## config.mk

```make
export PLATFORM = sky130hd
export DESIGN_NAME = alu_serial_ctrl_flat
export DESIGN_NICKNAME = d
export VERILOG_FILES = /design/src/rtl/alu_serial_ctrl_if.sv /design/src/rtl/alu_serial_ctrl.sv /design/src/flat_wrapper.sv
export SDC_FILE = /design/constraint.sdc
export NUM_CORES = 1
export LEC_CHECK = 0
export BUFFER_PORTS_ARGS = -buffer_cell sky130_fd_sc_hd__buf_2
export CAP_MARGIN = 30
export CORE_ASPECT_RATIO = 1.75
export CORE_UTILIZATION = 35
export CTS_CLUSTER_DIAMETER = 200
export CTS_CLUSTER_SIZE = 8
export DETAILED_ROUTE_END_ITERATION = 7
export HOLD_SLACK_MARGIN = 0.03
export SYNTH_ARGS = -nofsm -noshare
export SYNTH_HDL_FRONTEND = slang
export SYNTH_SLANG_ARGS = --single-unit
```

## constraint.sdc

```tcl
create_clock -name clk -period 4.35 [get_ports clk]
set_input_delay 0.435 -clock clk [delete_from_list [all_inputs] [get_ports clk]]
set_output_delay 0.435 -clock clk [all_outputs]
set_load 0.05 [all_outputs]
```

## src/rtl/alu_serial_ctrl_if.sv

```systemverilog
// Bundles the operation, alu1-slice and result channels of the bit-serial ALU sequencer.
// Latency: none, wires only.
// Backpressure: op_ready_o / res_ready_i carry the valid-ready handshakes; the slice channel has none.
interface alu_serial_ctrl_if #(
    parameter int WIDTH = 4
);
    // Operation request channel
    logic             op_valid_i;
    logic             op_ready_o;
    logic [2:0]       op_sel_i;
    logic [WIDTH-1:0] op_a_i;
    logic [WIDTH-1:0] op_b_i;
    logic             op_cin_i;

    // alu1 slice channel
    logic             alu_a_o;
    logic             alu_b_o;
    logic             alu_carry_in_o;
    logic [2:0]       alu_select_o;
    logic             alu_out_i;
    logic             alu_carry_out_i;

    // Result channel
    logic             res_valid_o;
    logic             res_ready_i;
    logic [WIDTH-1:0] res_o;
    logic             res_carry_o;
    logic             res_zero_o;
    logic             res_neg_o;
    logic             res_ovf_o;
    logic             busy_o;

    // Controller side: it initiates the slice interface and the result stream.
    modport master (
        input  op_valid_i, op_sel_i, op_a_i, op_b_i, op_cin_i,
        output op_ready_o,
        output alu_a_o, alu_b_o, alu_carry_in_o, alu_select_o,
        input  alu_out_i, alu_carry_out_i,
        output res_valid_o, res_o, res_carry_o, res_zero_o, res_neg_o, res_ovf_o, busy_o,
        input  res_ready_i
    );

    // Environment side: decode logic, the alu1 slice and the result consumer.
    modport slave (
        output op_valid_i, op_sel_i, op_a_i, op_b_i, op_cin_i,
        input  op_ready_o,
        input  alu_a_o, alu_b_o, alu_carry_in_o, alu_select_o,
        output alu_out_i, alu_carry_out_i,
        input  res_valid_o, res_o, res_carry_o, res_zero_o, res_neg_o, res_ovf_o, busy_o,
        output res_ready_i
    );
endinterface

```

## src/rtl/alu_serial_ctrl.sv

```systemverilog
// Bit-serial sequencer driving one combinational alu1 slice, LSB first, with carry/borrow chaining.
// Latency: result valid WIDTH+1 cycles after the accepting cycle; one op per WIDTH+2 cycles at best.
// Backpressure: op_ready_o only in IDLE (requests elsewhere are dropped); result held until res_ready_i.
module alu_serial_ctrl #(
    parameter int WIDTH = 4
) (
    input  logic              clk,
    input  logic              rst,
    alu_serial_ctrl_if.master bus
);
    localparam int CNT_W = (WIDTH > 1) ? $clog2(WIDTH) : 1;
    localparam logic [CNT_W-1:0] LAST_BIT = CNT_W'(WIDTH - 1);

    localparam logic [2:0] OP_TEST     = 3'd0;
    localparam logic [2:0] OP_TRANSFER = 3'd1;
    localparam logic [2:0] OP_SUB      = 3'd2;
    localparam logic [2:0] OP_ADD      = 3'd3;

    typedef enum logic [1:0] {
        S_IDLE = 2'd0,
        S_RUN  = 2'd1,
        S_DONE = 2'd2
    } state_t;

    state_t state_q;
    state_t state_d;

    logic [2:0]       opcode_q;
    logic [WIDTH-1:0] a_q;
    logic [WIDTH-1:0] b_q;
    logic             carry_q;
    logic [CNT_W-1:0] k_q;
    logic [WIDTH-1:0] work_q;
    logic [WIDTH-1:0] res_q;
    logic             res_carry_q;
    logic             res_zero_q;
    logic             res_neg_q;
    logic             res_ovf_q;

    logic             accept;
    logic             last_cycle;
    logic             op_ready;
    logic             busy;
    logic             res_valid;
    logic             slice_a;
    logic             slice_b;
    logic             slice_cin;
    logic             bit_in;
    logic             pass_through;
    logic [WIDTH-1:0] final_res;

    // State register
    always_ff @(posedge clk) begin
        if (rst) begin
            state_q <= S_IDLE;
        end else begin
            state_q <= state_d;
        end
    end

    // Next-state decode and handshake / slice-drive outputs
    always_comb begin
        state_d    = state_q;
        accept     = 1'b0;
        last_cycle = 1'b0;
        op_ready   = 1'b0;
        busy       = 1'b0;
        res_valid  = 1'b0;
        slice_a    = 1'b0;
        slice_b    = 1'b0;
        slice_cin  = 1'b0;
        case (state_q)
            S_IDLE: begin
                op_ready = 1'b1;
                if (bus.op_valid_i) begin
                    accept  = 1'b1;
                    state_d = S_RUN;
                end
            end
            S_RUN: begin
                busy      = 1'b1;
                slice_a   = a_q[k_q];
                slice_b   = b_q[k_q];
                slice_cin = carry_q;
                if (k_q == LAST_BIT) begin
                    last_cycle = 1'b1;
                    state_d    = S_DONE;
                end
            end
            S_DONE: begin
                busy      = 1'b1;
                res_valid = 1'b1;
                if (bus.res_ready_i) begin
                    state_d = S_IDLE;
                end
            end
            default: begin
                state_d = S_IDLE;
            end
        endcase
    end

    // TRANSFER and TEST get nothing useful from the slice, so A is copied straight through.
    assign pass_through = (opcode_q == OP_TRANSFER) || (opcode_q == OP_TEST);
    assign bit_in       = pass_through ? a_q[k_q] : bus.alu_out_i;
    // Full result as it will stand once the MSB currently on the slice is captured.
    assign final_res    = {bit_in, work_q[WIDTH-2:0]};

    // Operand latch, bit-serial accumulation and flag capture on entry to DONE
    always_ff @(posedge clk) begin
        if (rst) begin
            opcode_q    <= '0;
            a_q         <= '0;
            b_q         <= '0;
            carry_q     <= 1'b0;
            k_q         <= '0;
            work_q      <= '0;
            res_q       <= '0;
            res_carry_q <= 1'b0;
            res_zero_q  <= 1'b0;
            res_neg_q   <= 1'b0;
            res_ovf_q   <= 1'b0;
        end else begin
            if (accept) begin
                opcode_q <= bus.op_sel_i;
                a_q      <= bus.op_a_i;
                b_q      <= bus.op_b_i;
                carry_q  <= (bus.op_sel_i == OP_ADD) ? bus.op_cin_i : 1'b0;
                k_q      <= '0;
                work_q   <= '0;
            end
            if (state_q == S_RUN) begin
                work_q[k_q] <= bit_in;
                carry_q     <= bus.alu_carry_out_i;
                k_q         <= k_q + CNT_W'(1);
            end
            if (last_cycle) begin
                res_carry_q <= 1'b0;
                res_ovf_q   <= 1'b0;
                case (opcode_q)
                    OP_ADD: begin
                        res_carry_q <= bus.alu_carry_out_i;
                        res_ovf_q   <= carry_q ^ bus.alu_carry_out_i;
                    end
                    OP_SUB: begin
                        res_carry_q <= bus.alu_carry_out_i;
                        res_ovf_q   <= (a_q[WIDTH-1] ^ b_q[WIDTH-1]) &
                                       (a_q[WIDTH-1] ^ final_res[WIDTH-1]);
                    end
                    default: begin
                    end
                endcase
                // TEST only reports on A and leaves the previous result visible.
                if (opcode_q == OP_TEST) begin
                    res_zero_q <= (a_q == '0);
                    res_neg_q  <= a_q[WIDTH-1];
                end else begin
                    res_q      <= final_res;
                    res_zero_q <= (final_res == '0);
                    res_neg_q  <= final_res[WIDTH-1];
                end
            end
        end
    end

    assign bus.op_ready_o     = op_ready;
    assign bus.busy_o         = busy;
    assign bus.res_valid_o    = res_valid;
    assign bus.alu_a_o        = slice_a;
    assign bus.alu_b_o        = slice_b;
    assign bus.alu_carry_in_o = slice_cin;
    assign bus.alu_select_o   = opcode_q;
    assign bus.res_o          = res_q;
    assign bus.res_carry_o    = res_carry_q;
    assign bus.res_zero_o     = res_zero_q;
    assign bus.res_neg_o      = res_neg_q;
    assign bus.res_ovf_o      = res_ovf_q;
endmodule

```

## src/flat_wrapper.sv

```systemverilog
// flat-port wrapper written by rule: the top's interface ports become plain ports
module alu_serial_ctrl_flat 
#(
    parameter int WIDTH = 4
)
  (clk, rst, bus_op_valid_i, bus_op_sel_i, bus_op_a_i, bus_op_b_i, bus_op_cin_i, bus_op_ready_o, bus_alu_a_o, bus_alu_b_o, bus_alu_carry_in_o, bus_alu_select_o, bus_alu_out_i, bus_alu_carry_out_i, bus_res_valid_o, bus_res_o, bus_res_carry_o, bus_res_zero_o, bus_res_neg_o, bus_res_ovf_o, bus_busy_o, bus_res_ready_i);
  alu_serial_ctrl_if #(.WIDTH(WIDTH)) bus_i ();
  input  logic clk;
  input  logic rst;
  input wire logic [$bits(bus_i.op_valid_i)-1:0] bus_op_valid_i;
  input wire logic [$bits(bus_i.op_sel_i)-1:0] bus_op_sel_i;
  input wire logic [$bits(bus_i.op_a_i)-1:0] bus_op_a_i;
  input wire logic [$bits(bus_i.op_b_i)-1:0] bus_op_b_i;
  input wire logic [$bits(bus_i.op_cin_i)-1:0] bus_op_cin_i;
  output wire logic [$bits(bus_i.op_ready_o)-1:0] bus_op_ready_o;
  output wire logic [$bits(bus_i.alu_a_o)-1:0] bus_alu_a_o;
  output wire logic [$bits(bus_i.alu_b_o)-1:0] bus_alu_b_o;
  output wire logic [$bits(bus_i.alu_carry_in_o)-1:0] bus_alu_carry_in_o;
  output wire logic [$bits(bus_i.alu_select_o)-1:0] bus_alu_select_o;
  input wire logic [$bits(bus_i.alu_out_i)-1:0] bus_alu_out_i;
  input wire logic [$bits(bus_i.alu_carry_out_i)-1:0] bus_alu_carry_out_i;
  output wire logic [$bits(bus_i.res_valid_o)-1:0] bus_res_valid_o;
  output wire logic [$bits(bus_i.res_o)-1:0] bus_res_o;
  output wire logic [$bits(bus_i.res_carry_o)-1:0] bus_res_carry_o;
  output wire logic [$bits(bus_i.res_zero_o)-1:0] bus_res_zero_o;
  output wire logic [$bits(bus_i.res_neg_o)-1:0] bus_res_neg_o;
  output wire logic [$bits(bus_i.res_ovf_o)-1:0] bus_res_ovf_o;
  output wire logic [$bits(bus_i.busy_o)-1:0] bus_busy_o;
  input wire logic [$bits(bus_i.res_ready_i)-1:0] bus_res_ready_i;
  assign bus_i.op_valid_i = bus_op_valid_i;
  assign bus_i.op_sel_i = bus_op_sel_i;
  assign bus_i.op_a_i = bus_op_a_i;
  assign bus_i.op_b_i = bus_op_b_i;
  assign bus_i.op_cin_i = bus_op_cin_i;
  assign bus_op_ready_o = bus_i.op_ready_o;
  assign bus_alu_a_o = bus_i.alu_a_o;
  assign bus_alu_b_o = bus_i.alu_b_o;
  assign bus_alu_carry_in_o = bus_i.alu_carry_in_o;
  assign bus_alu_select_o = bus_i.alu_select_o;
  assign bus_i.alu_out_i = bus_alu_out_i;
  assign bus_i.alu_carry_out_i = bus_alu_carry_out_i;
  assign bus_res_valid_o = bus_i.res_valid_o;
  assign bus_res_o = bus_i.res_o;
  assign bus_res_carry_o = bus_i.res_carry_o;
  assign bus_res_zero_o = bus_i.res_zero_o;
  assign bus_res_neg_o = bus_i.res_neg_o;
  assign bus_res_ovf_o = bus_i.res_ovf_o;
  assign bus_busy_o = bus_i.busy_o;
  assign bus_i.res_ready_i = bus_res_ready_i;
  alu_serial_ctrl #(.WIDTH(WIDTH)) u_core (.clk(clk), .rst(rst), .bus(bus_i));
endmodule
```

# After elaboration in Yosys (flattened, before gate mapping)
# Cells that the tools add are included.
# word_totals
register_bits	28
in_bits	18
out_inout_bits	17
# classes
add_sub_neg	1
n_lt_le_gt_ge	2
eq_ne	10
muxes	34
bitwise	5
reduce_logical	11
# ops
op	count
2-to-1 mux 1 bit	20
2-to-1 mux 4 bit	3
2-to-1 mux 2 bit	5
equality test 3 x 2 -> 1 bit (second input constant)	3
logical NOT 4 bit	2
case mux 2 bit (3 select lines)	1
binary-select mux 1 bit (select 2 bit)	2
bitwise mux 4 bit	1
equality test 2 bit (second input constant)	2
!= test 2 bit (second input constant)	2
OR reduction 2 bit	2
equality test 3 x 1 -> 1 bit (second input constant)	1
logical NOT 3 bit	1
< comparator 2 x 3 -> 1 bit (second input constant)	1
AND reduction 3 bit	1
XOR 1 bit	3
adder 2 x 1 -> 2 bit (second input constant)	1
demux 1 bit (select 2 bit)	1
equality test 2 x 1 -> 1 bit (second input constant)	1
greater-or-equal comparator 2 x 1 -> 1 bit (second input constant)	1
logical NOT 2 bit	1
!= test 2 x 1 -> 1 bit (second input constant)	1
case mux 1 bit (2 select lines)	1
AND reduction 2 bit	1
5 further kinds	5

# Depth between registers and ports, before layout
# Gate-level depths: netlist of run 1.
# logic_depth
depth_word	6
ltp_mapped	7
ltp_nobuf	6

# Worst setup path before layout of run 1
# Ideal clock, no wire load.
# synth_path
path_type	register to output
from	register u_core.state_q[1]
to	output port bus_alu_b_o
arrival_time_ps	1524
t_required_ps	3915
path_slack_ps	2391
path_stages_with_launch	6
path_buffers	2
cell_sequence	dfxtp_1 inv_1 ha_1 clkbuf_1 clkbuf_1 and2_1
# synth_via
elab_chain_len	2
# synth_lines
item	line_no	source
start: declaration	alu_serial_ctrl.sv:25	state_t state_q;
start signal: assignment	alu_serial_ctrl.sv:57	state_q <= state_d;
equality test 2 x 1 -> 1 bit	alu_serial_ctrl.sv:72	case (state_q)
2-to-1 mux 1 bit	alu_serial_ctrl.sv:72	
end: declaration	flat_wrapper.sv:17	output wire logic [$bits(bus_i.alu_b_o)-1:0] bus_alu_b_o;
# Every way passes these cells.

# Worst setup path in the final report of run 1
# layout_path
from	register u_core.state_q[1]
to	output port bus_alu_a_o
# layout_via
elab_chain_len	2
# layout_lines
item	line_no	source
equality test 2 x 1 -> 1 bit	alu_serial_ctrl.sv:72	
2-to-1 mux 1 bit	alu_serial_ctrl.sv:72	
end: declaration	flat_wrapper.sv:16	output wire logic [$bits(bus_i.alu_a_o)-1:0] bus_alu_a_o;
# Every way passes these cells.

==> impl_metrics.toml, run 1 <==
[route]
wl_met2_mm = 1.56
via_per_inst = 5.25
highest_layer = "met4"
finalWirelength_mm = 3.01
ant_nets = 0
firstDrtPassIters = 4
drc = 0
route.layer.met1.wl_mm = 1.28
wire_per_inst_um = 13.2
dr_wl_met3_um = 124
via_count = 1198
dr.first_iter.drc_count = 36

[setup_path]
cp_data_required_time_ns = 3.91
critPathCaptureType = "output port"
critPathLaunchType = "register"
crit_arrival_ns = 1.82
worstSetupPathType = "reg -> out"
r2r_setup_slack_ns = 2.26
cp_max_fo = 19

[yosys]
synth_mux_area_share_pct = 9.38
ys_top_cells_by_area = "dfxtp_1 41%, ha_1 8.5%, nand2_1 7.4%"
synth_compound_area_share_pct = 13.5
yosys_register_bits = 27
synth-async-reset-ratio_pct = 0
synth_xor_area_share_pct = 0.663
synth_most_common_cell = "dfxtp_1"
netlist_area_sq_mm = 0.00132
yosys.area_share.adder_pct = 8.52
synthTopCellsByCount = "27 x dfxtp_1, 26 x nand2_1, 19 x a21oi_1, 13 x nor2_1, 9 x ha_1"
synth_top_family_by_area = "simple AND/OR/NAND/NOR gates"
ys_types = 33
synth_edf_count = 0
avgSynthCellArea_sq_um = 8.64
synth_fp_nets = 180
synthCells = 153
ys_seq_area_share_pct = 40.9
yosysWarnings = 0
yosysTopAreaCellShare_pct = 40.9
yosys.area_share.simple_pct = 22.3
ys.flop_type = "dfxtp_1"
yosysTopAreaCell = "dfxtp_1"

[power]
ir_worst_vdd_v = 0.000331
leakage_nw = 0.705
p_per_area_mw_per_mm2 = 529

[cells_and_area]
multiInputGateArea_sq_um = 719
finalNetCount = 210
regArea_sq_um = 541
drive_above_1_share_pct = 23.1
fin_cells = 228
diodes = 0
synthToLayoutAreaGrowth_pct = 18.1
fillCellCount = 394

[cts]
postCtsResizedCells = 0
postCtsSetupBuffers = 0
htreeDepth = 1
cts_tree = "yes"
holdBufCountCts = 0
insertion_delay_ns = 0.27
cts_inserted_buffers = 3
cts.clk_slew.worst_paths_ns = 0.10
cts-root-buf = "clkbuf_8"
clock_path_buffers = 2
cts_sinks = 27

[sta]
fin_crit_sh_pct = 51.9
worst_slew_margin_rel_pct = 59.9
final-setup-viol-count = 0
fin_setup_tns_ns = 0
fin_skew_ns = 0.00356
rsz0062_at_grt = "false"
max_freq_ghz = 0.443
worstMarginPinSlew_ns = 0.602
fin_crit_ns = 2.26
finalHoldViolations = 0
slew_viol_final = 0

[placement]
io_buffers = 34
dp.cells = 224
hpwl_mm = 2.26
gp_congestion = 0.812

[global_routing]
grt_max_degree = 28
grt_pass1_vias = 1137
grt_pass1_wl_mm = 5.09
globalRouteOverflowTotal = 0
antenna_found_initial = 0
grt.total_usage_pct = 16.0

[die]
die_y_um = 83.3
rows = 29
die_w_um = 48.4
core-area_sq_mm = 0.00363
ioPinCount = 35
initial_utilization_pct = 36.4
die_area_sq_mm = 0.00403

[flow_run]
max_cap_viol_count = 0

[worst_hold_path]
min_path_type = "in -> reg"

[run_status]
status = "completed"
==> layout make-up <==
cell class,instances,area share (%)
clock inverters,1,0.321
clock buffers,3,2.65
flip-flops and latches,27,34.6
well taps,46,3.69
repair buffers,34,10.9
multi-input cells,110,46.1
inverters,7,1.68
==> layout by cell type, fill, tap and decap left out, drive strengths merged, types with 2 or more instances in the layout <==
cell type,n
clkbuf,3
a21oi,19
a22oi,2
a32oi,3
nor2,13
dfxtp,27
mux4,2
buf,34
nor4,2
mux2i,6
and2,4
inv,7
nor3,6
nand2,26
nor2b,2
ha,9
or3,2
==> power by group <==
part	switching (mW)	internal [mW]
logic	0.243	0.119
registers	0.0360	0.282
clock network	0.0807	0.0643
==> registers in the layout, summed over array words and instances (netlist names) <==
signal                   cells
u_core.bus.res_neg_o         1
u_core.state_q               2
u_core.bus.res_o             4
u_core.carry_q               1
u_core.bus.alu_select_o      3
u_core.work_q                3
u_core.bus.res_ovf_o         1
u_core.b_q                   4
u_core.bus.res_zero_o        1
u_core.k_q                   2
u_core.bus.res_carry_o       1
u_core.a_q                   4
==> final timing paths <==
path / start / to / cells past startpoint
max: u_core.state_q[1]$_SDFFE_PP0P_ / bus_alu_a_o / 4
min: bus_op_a_i[0] / u_core.a_q[0]$_SDFFE_PP0P_ / 3
max reg2reg: u_core.state_q[1]$_SDFFE_PP0P_ / u_core.bus.res_o[2]$_SDFFE_PP0P_ / 6
min reg2reg: u_core.b_q[1]$_SDFFE_PP0P_ / u_core.b_q[1]$_SDFFE_PP0P_ / 2
==> cell families (layout without fill, tap and decap cells) <==
kind of cell | count (synthesis) | count (layout)
AO/OA/AOI/OAI | 29 | 29
buffers and inverters | 16 | 45
flip-flops | 27 | 27
adder cells (fa/ha/maj) | 9 | 9
XOR/XNOR | 1 | 1
multiplexers | 9 | 9
AND/OR/NAND/NOR | 62 | 62
==> routing by layer <==
layer / GRT usage (%) / vias up
met5: 0 / -
li1: - / 592
met2: 29.2 / 35
met3: 2.38 / 5
met4: 5.61 / 0
met1: 18.5 / 566
==> stage by stage <==
stage               setup WS, ns  area [sq um]  hold WS [ns]  util, %  power [mW]
finish                      2.09          1560         0.387     43.0       0.825
CTS                         2.12          1560         0.389     43.0       0.826
global route                2.00          1560         0.396     43.0       0.882
floorplan                   2.39          1320         0.432        -       0.613
global placement            2.36          1510         0.443     41.7       0.668
detailed placement          2.31          1510         0.458     41.7       0.684
==> critical path, stage by stage (launching register included) <==
cell and delay [ns]:
dfxtp_1 0.34, inv_1 0.12, ha_1 0.56, and2_2 0.27, buf_2 0.26
(Power assumes the default switching activity.)
==> inputs of run 2 (changes only) <==
- clock period: 4.35 -> 2.2 ns (I/O delays scaled with it)
==> impl_metrics.toml, run 2 (synthesis gave the netlist of run 1 again) <==
[cells_and_area]
synthToLayoutAreaGrowth_pct = 19.8
finalNetCount = 213
drive_above_1_share_pct = 24.3
fin_cells = 231
fillCellCount = 379
final_common_cell = "buf_2"
diodes = 0
final_cell_mix = "34 x buf_2, 27 x dfxtp_1, 26 x nand2_1"

[global_routing]
antenna_found_initial = 0
grt_pass1_wl_mm = 5.13
globalRouteOverflowTotal = 0
grt_pass1_vias = 1120
grt.total_usage_pct = 16.0
grt_max_degree = 28

[die]
core-area_sq_mm = 0.00363
rows = 29
die_area_sq_mm = 0.00403
die_w_um = 48.4
ioPinCount = 35
die_y_um = 83.3
initial_utilization_pct = 36.4

[cts]
postCtsSetupBuffers = 0
holdBufCountCts = 0
cts-root-buf = "clkbuf_8"
cts_sinks = 27
insertion_delay_ns = 0.27
postCtsResizedCells = 0
cts.clk_slew.worst_paths_ns = 0.10
cts_tree = "yes"
htreeDepth = 1
clock_path_buffers = 2
cts_inserted_buffers = 3

[sta]
final-setup-viol-count = 0
slew_viol_final = 0
worst_slew_margin_rel_pct = 61.5
worstMarginPinSlew_ns = 0.577
max_freq_ghz = 0.514
setup_slack_ns = 0.254
hold_ws_ns = 0.182
finalHoldViolations = 0
fin_setup_tns_ns = 0
fin_crit_ns = 1.95
fin_skew_ns = 0.00679
rsz0062_at_grt = "false"
fin_crit_sh_pct = 88.5

[placement]
dp_slack_ns = 0.279
io_buffers = 34
dp.cells = 227
hpwl_mm = 2.29
gp_congestion = 0.855

[setup_path]
worstSetupPathType = "reg -> reg"
slowest_stage = "mux4_2"
crit_arrival_ns = 2.13
crit_chain = "mux4_2 > mux2_4 > or3b_1 > a311oi_1"
path_delay_family = "multiplexers"
cp_max_fo = 6
critPathLaunchType = "register"
critPathCaptureType = "register"
max_stage_delay_ns = 0.54
cp_data_required_time_ns = 2.38
path_buf_inv = 0

[worst_hold_path]
min_path_type = "in -> reg"

[route]
via_per_inst = 5.07
via_count = 1171
drc = 0
firstDrtPassIters = 4
dr.first_iter.drc_count = 29
ant_nets = 0
wire_per_inst_um = 12.9
finalWirelength_mm = 2.97

[flow_run]
max_cap_viol_count = 0

[power]
p_per_area_mw_per_mm2 = 1050
ir_worst_vdd_v = 0.000557
leakage_nw = 0.720
power_mw = 1.66

[run_status]
status = "completed"
==> run 2: cell count changes in the layout (fill, tap and decap cells not counted), sizes merged <==
cell	previous run	this run
buf	34	37
==> run 2: power breakdown <==
part	leakage, nW	total [mW]	switching, mW	internal, mW
Sequential	0.220	0.621	0.0639	0.557
Clock	0.0255	0.280	0.153	0.127
Combinational	0.475	0.756	0.497	0.259
Total	0.720	1.66	0.714	0.943
==> run 2: cell type report <==
class	count	area [sq um]	area share (%)
timing repair buffer	37	193	12.2
tap	46	57.6	3.64
clock inverter	1	5.00	0.316
sequential	27	541	34.2
clock buffer	3	41.3	2.61
multi-input combinational	110	719	45.5
inverter	7	26.3	1.66
==> run 2: per-layer routing <==
layer	global-route usage, %	wire, um
met1	17.8	1290
met2	30.2	1530
met3	2.20	106
met4	5.61	38
met5	0	0
==> run 2: worst paths after layout <==
check,startpoint,end,cells after the start,slack [ns]
min,bus_op_b_i[3],u_core.b_q[3]$_SDFFE_PP0P_,3,0.18
max reg2reg,u_core.k_q[0]$_SDFFE_PP0P_,u_core.bus.res_ovf_o$_SDFFE_PP0P_,4,0.25
max,u_core.k_q[0]$_SDFFE_PP0P_,u_core.bus.res_ovf_o$_SDFFE_PP0P_,4,0.25
min reg2reg,u_core.b_q[2]$_SDFFE_PP0P_,u_core.b_q[2]$_SDFFE_PP0P_,2,0.47
==> run 2: stage by stage <==
stage / util, % / cell area, sq um
finish: 43.6 / 1580
global placement: 42.3 / 1540
global route: 43.6 / 1580
CTS: 43.6 / 1580
floorplan: - / 1320
detailed placement: 42.3 / 1540
==> run 2: worst min-delay path: cells and delay by family <==
kind,cells,cell delay [ns]
AOI/OAI and AO/OA,1,0.05
buffers and inverters,1,0.10
and+or+nand+nor,1,0.05
